<file path="config.mk">
export PLATFORM = sky130hd
export DESIGN_NAME = writeback_regfile
export DESIGN_NICKNAME = d
export VERILOG_FILES = /design/src/rtl/riscv_pkg.sv /design/src/rtl/regfile.sv /design/src/rtl/writeback_regfile.sv
export SDC_FILE = /design/constraint.sdc
export NUM_CORES = 2
export LEC_CHECK = 0
export ABC_AREA = 0
export BUFFER_PORTS_ARGS = -buffer_cell sky130_fd_sc_hd__buf_2
export CORE_MARGIN = 5
export CORE_UTILIZATION = 40
export CTS_CLUSTER_SIZE = 20
export DETAILED_ROUTE_END_ITERATION = 6
export GPL_ROUTABILITY_DRIVEN = 0
export HOLD_SLACK_MARGIN = 0.12
export PLACE_DENSITY_LB_ADDON = 0.25
export SLEW_MARGIN = 5
export SYNTH_ARGS = -nofsm -noshare
export SYNTH_HDL_FRONTEND = slang
export SYNTH_SLANG_ARGS = --single-unit
</file>
<file path="constraint.sdc">
create_clock -name clk -period 8.6 [get_ports clk]
set_input_delay 1.72 -clock clk [delete_from_list [all_inputs] [get_ports clk]]
set_output_delay 1.72 -clock clk [all_outputs]
set_load 0.02 [all_outputs]
</file>
<file path="src/rtl/riscv_pkg.sv">
`default_nettype none
// ============================================================================
// Module      : riscv_pkg
// Description : Shared widths, writeback-source encoding and the MEM/WB
//               pipeline-register layout for the writeback/register-file slice.
// Revision    : 1.0 - initial release
// ============================================================================
package riscv_pkg;

    localparam int XLEN   = 32;
    localparam int NREG   = 32;
    localparam int REG_AW = 5;

    // Writeback source select, encoded to match the wb_selb3 pin values
    typedef enum logic [1:0] {
        WB_ALU = 2'b00,
        WB_MEM = 2'b01,
        WB_PC4 = 2'b10,
        WB_CSR = 2'b11
    } wb_sel_e;

    // Fields carried across the MEM/WB boundary
    typedef struct packed {
        wb_sel_e               wb_sel;
        logic                  rf_en;
        logic [REG_AW-1:0]     rd;
        logic [XLEN-1:0]       alu_out;
        logic [XLEN-1:0]       rdata;
        logic [XLEN-1:0]       pc;
        logic [XLEN-1:0]       csr_rdata;
    } memwb_t;

endpackage
`default_nettype wire

</file>
<file path="src/rtl/regfile.sv">
`default_nettype none
// ============================================================================
// Module      : regfile
// Description : 32 x XLEN integer register file, one write port and two
//               combinational read ports with write-first bypass. x0 is
//               hard-wired to zero on both the write and read paths.
// Revision    : 1.0 - initial release
// ============================================================================
module regfile
    import riscv_pkg::*;
(
    input  logic              clk,
    input  logic              rst,
    input  logic              we,
    input  logic [REG_AW-1:0] waddr,
    input  logic [XLEN-1:0]   wdata,
    input  logic [REG_AW-1:0] raddr1,
    input  logic [REG_AW-1:0] raddr2,
    output logic [XLEN-1:0]   rdata1,
    output logic [XLEN-1:0]   rdata2
);

    logic [XLEN-1:0] regs_q [NREG];

    // A pending write is visible in the same cycle so decode never sees a
    // stale value; x0 always reads zero regardless of the write port.
    function automatic logic [XLEN-1:0] read_port(input logic [REG_AW-1:0] addr);
        logic [XLEN-1:0] val;
        if (addr == '0) begin
            val = '0;
        end else if (we && (addr == waddr)) begin
            val = wdata;
        end else begin
            val = regs_q[addr];
        end
        return val;
    endfunction

    // Storage update: reset clears everything and suppresses that edge's write
    always_ff @(posedge clk) begin
        if (!rst) begin
            for (int i = 0; i < NREG; i++) begin
                regs_q[i] <= '0;
            end
        end else if (we && (waddr != '0)) begin
            regs_q[waddr] <= wdata;
        end
    end

    // Combinational read ports; equal addresses resolve through the same path
    always_comb begin
        rdata1 = read_port(raddr1);
        rdata2 = read_port(raddr2);
    end

endmodule
`default_nettype wire

</file>
<file path="src/rtl/writeback_regfile.sv">
`default_nettype none
// ============================================================================
// Module      : writeback_regfile
// Description : MEM/WB pipeline register, writeback source mux and the
//               architectural register file with forwarding-friendly outputs.
// Revision    : 1.0 - initial release
// ============================================================================
module writeback_regfile
    import riscv_pkg::*;
(
    input  logic              clk,
    input  logic              rst,
    input  logic              stall,
    input  logic              flush,
    input  logic [1:0]        wb_selb3,
    input  logic              rf_enb3,
    input  logic [REG_AW-1:0] rd_b3,
    input  logic [XLEN-1:0]   alu_outb3,
    input  logic [XLEN-1:0]   rdatab3,
    input  logic [XLEN-1:0]   pcb3,
    input  logic [XLEN-1:0]   csr_rdatab3,
    input  logic [REG_AW-1:0] rs1,
    input  logic [REG_AW-1:0] rs2,
    output logic [XLEN-1:0]   rdata1,
    output logic [XLEN-1:0]   rdata2,
    output logic [XLEN-1:0]   wb_data,
    output logic [REG_AW-1:0] wb_rd,
    output logic              wb_en
);

    memwb_t memwb_q;
    memwb_t memwb_d;

    // Next MEM/WB contents: flush beats stall beats capture. A flush only
    // needs to kill the write; the data fields are left as they were.
    always_comb begin
        memwb_d = memwb_q;
        if (flush) begin
            memwb_d.rf_en = 1'b0;
            memwb_d.rd    = '0;
        end else if (!stall) begin
            memwb_d.wb_sel    = wb_sel_e'(wb_selb3);
            memwb_d.rf_en     = rf_enb3;
            memwb_d.rd        = rd_b3;
            memwb_d.alu_out   = alu_outb3;
            memwb_d.rdata     = rdatab3;
            memwb_d.pc        = pcb3;
            memwb_d.csr_rdata = csr_rdatab3;
        end
    end

    // MEM/WB register; reset overrides flush and stall
    always_ff @(posedge clk) begin
        if (!rst) begin
            memwb_q <= '0;
        end else begin
            memwb_q <= memwb_d;
        end
    end

    // Writeback source select from the registered fields (PC+4 wraps mod 2^32)
    always_comb begin
        wb_data = memwb_q.alu_out;
        case (memwb_q.wb_sel)
            WB_ALU:  wb_data = memwb_q.alu_out;
            WB_MEM:  wb_data = memwb_q.rdata;
            WB_PC4:  wb_data = memwb_q.pc + 32'd4;
            WB_CSR:  wb_data = memwb_q.csr_rdata;
            default: wb_data = memwb_q.alu_out;
        endcase
    end

    assign wb_rd = memwb_q.rd;
    // Writes to x0 are dropped here so forwarding logic never sees them
    assign wb_en = memwb_q.rf_en & (memwb_q.rd != '0);

    regfile u_regfile (
        .clk    (clk),
        .rst    (rst),
        .we     (wb_en),
        .waddr  (wb_rd),
        .wdata  (wb_data),
        .raddr1 (rs1),
        .raddr2 (rs2),
        .rdata1 (rdata1),
        .rdata2 (rdata2)
    );

endmodule
`default_nettype wire

</file>
==> impl_metrics.yaml <==
status:
  status: "finished clean"
yosys:
  synthFlopType: "edfxtp_1"
  syn_area_um2: 59090
  synth_seq_area_share_pct: 56.64
  synth_edf_count: 1024
  async_reset_ff_share_pct: 0
  yosysWarnings: 0
  synth_cells: 4599
  avgSynthCellArea_um2: 12.85
  ys_ff_latch: 1160
  synth.distinct_cells: 74
timing:
  skew_ns: 0.03404
  setup_violations: 0
  post-route-period-util_pct: 85.62
  worst_slew_pin_slew_ns: 1.431
  fmax_mhz: 135.8
  fin_hold_ws_ns: 0.4535
  fin_crit_ns: 7.363
  max_slew_margin_pct: 3.994
  rsz0062_at_grt: "no"
  setup_tns_ns: 0
  slew_violations: 0
  final_hold_viol_count: 0
finish:
  seq_area_um2: 33470
  drive_gt1_share_pct: 25.56
  fin_nets: 4878
  syn2layout_area_growth_pct: 13.69
  fillers: 13191
  multi_input_area_um2: 24230
setup_path:
  cp_data_arrival_time_ns: 5.64
  path_max_fanout: 16
  crit_required_ns: 6.88
  start_kind: "primary input"
  crit_path_end_kind: "primary output"
  rr_worst_depth: 4
  worstSetupPathType: "in -> out"
die:
  fp.dieW_um: 394.4
  ios: 252
  dieHeight_um: 394.4
  dieArea_um2: 155500
  rows: 141
  start_util_pct: 40.11
  coreArea_um2: 147300
clocking:
  cts_max_path_buffers: 3
  cts.repair.resized: 0
  h-tree-depth: 4
  clk_pin_slew_ns: 0.06
  clk_latency_ns: 0.78
  cts_buffers: 134
  root_buffer: "clkbuf_16"
  cts_hold_buf: 0
  cts_setup_buffers: 0
  cts_tree: "yes"
  cts_sinks: 1160
drt:
  ant_nets: 0
  routedWlPerCell_um: 33.94
  totalWireLength_um: 229500
  drtIter0Drc: 6429
  vias: 43588
  drc_errors: 0
  first_pass_iters: 6
  viasPerCell: 6.447
power:
  leakagePower_nw: 23.23
  ir_drop_mv: 0.1310
  power_density_nw_per_um2: 203.2
worst_hold_path:
  hold_path_depth: 2
  hold_class: "reg -> reg"
place:
  port_buffers: 251
  dp_hpwl_um: 144000
grt:
  grt_pass1_wl_um: 322200
  grt_pass1_vias: 43283
  grt_max_degree: 84
  track_usage_pct: 28.94
  gr-total-overflow: 0
  antenna_found_initial: 8
run:
  drv_cap: 0
stage by stage:
stage,instance area (um2),utilization (%),worst slack [ns],power (mW),std cells
final,67180,45.61,1.237,13.65,6761
after detailed placement,63000,42.77,1.459,8.238,6521
after CTS,67170,45.60,1.388,13.66,6758
after floorplan,59210,-,2.916,7.498,4630
after global placement,63000,42.77,1.475,8.224,6521
after global routing,67170,45.60,1.409,14.02,6758
state kept, by name, summed over array words and instances (netlist names):
signal and cells:
memwb_q 131, u_regfile.regs_q 1024, wb_rd 5
layout make-up:
cell class,instances,area share (%)
antenna,3,0.01117
clock buffer,181,5.421
clock inverter,56,0.7878
inverter,45,0.2589
multi-input combinational,2961,36.07
sequential,1160,49.83
tap,1930,3.594
timing repair buffer,425,4.034
critical path: stages:
cell      delay (ns)
buf_2           0.23
buf_4           0.42
inv_1           0.11
buf_4           0.29
nor3_2          1.13
a22oi_1         0.26
nand3_1         0.17
nor2_1          0.05
a211oi_1        0.91
buf_2           0.32
per-layer routing:
metal | part of all wire (%) | track usage, % | routed length, um | vias up
li1 | - | - | - | 17486
met1 | 37 | 38.82 | 85350 | 22233
met2 | 44 | 42.78 | 100900 | 3272
met3 | 13 | 9.210 | 29780 | 593
met4 | 5.8 | 14.07 | 13300 | 4
met5 | 0.045 | 0 | 103 | -
cell usage after synthesis, types with 21 or more instances:
master,count,area share (%)
mux2_2,26,0.50
a21oi_1,176,1.5
a211oi_1,52,0.66
inv_1,41,0.26
clkbuf_1,334,2.1
mux2i_1,120,2.0
buf_2,79,0.67
edfxtp_1,1024,52
nand3_1,54,0.46
a221oi_1,43,0.64
nand2_1,435,2.8
o21ai_0,45,0.38
nor2b_1,21,0.22
xor2_1,23,0.34
dfxtp_1,136,4.6
buf_1,36,0.23
a22oi_1,76,0.97
mux4_2,500,19
nor2_1,1080,6.9
nor3_1,45,0.38
layout by cell type (no fill, tap or decap), types with 11 or more instances in the layout:
cell and n:
o22ai_1 19, a21oi_1 169, clkbuf_16 136, dfxtp_1 134, a211oi_1 52, a221oi_1 36
clkbuf_1 38, a22oi_1 76, xor2_1 23, nand2_1 399, and2_1 18, buf_4 169
nor3_1 44, nand4_1 15, nor2b_1 20, mux2_2 26, nand3_1 54, nor2_2 11
inv_1 40, edfxtp_1 1024, mux4_2 500, a221o_1 11, clkinv_2 12, mux2i_1 120
nor2_1 1078, conb_1 32, xnor2_1 11, o221a_2 11, buf_2 244, o21ai_0 45
a22o_1 11, nand2_2 36, a31oi_1 12, clkinv_1 27
power by group:
| group | internal [mW] | switching [mW] | leakage, nW |
|---|---|---|---|
| combinational | 0.586 | 1.14 | 9.57 |
| sequential | 6.32 | 0.117 | 11.6 |
| clock | 3.04 | 2.45 | 2.02 |
cells by family after synthesis:
family                   after synthesis  share of synthesized area [%]
AO/OA/AOI/OAI                        522                          5.990
XOR/XNOR                              34                         0.5039
adder cells (fa/ha/maj)                1                        0.02117
buffers and inverters                509                          3.511
flip-flops                          1160                          56.64
multiplexers                         646                          21.58
other                                  1                       0.006346
AND/OR/NAND/NOR                     1726                          11.74
final timing paths:
kind / start / slack [ns] / to
max reg2reg: memwb_q[135] / 5.01 / u_regfile.regs_q[7][7]
min reg2reg: memwb_q[5] / 0.45 / memwb_q[5]
max: rs1[3] / 1.24 / rdata1[17]
min: memwb_q[5] / 0.45 / memwb_q[5]
(Power assumes the default switching activity.)
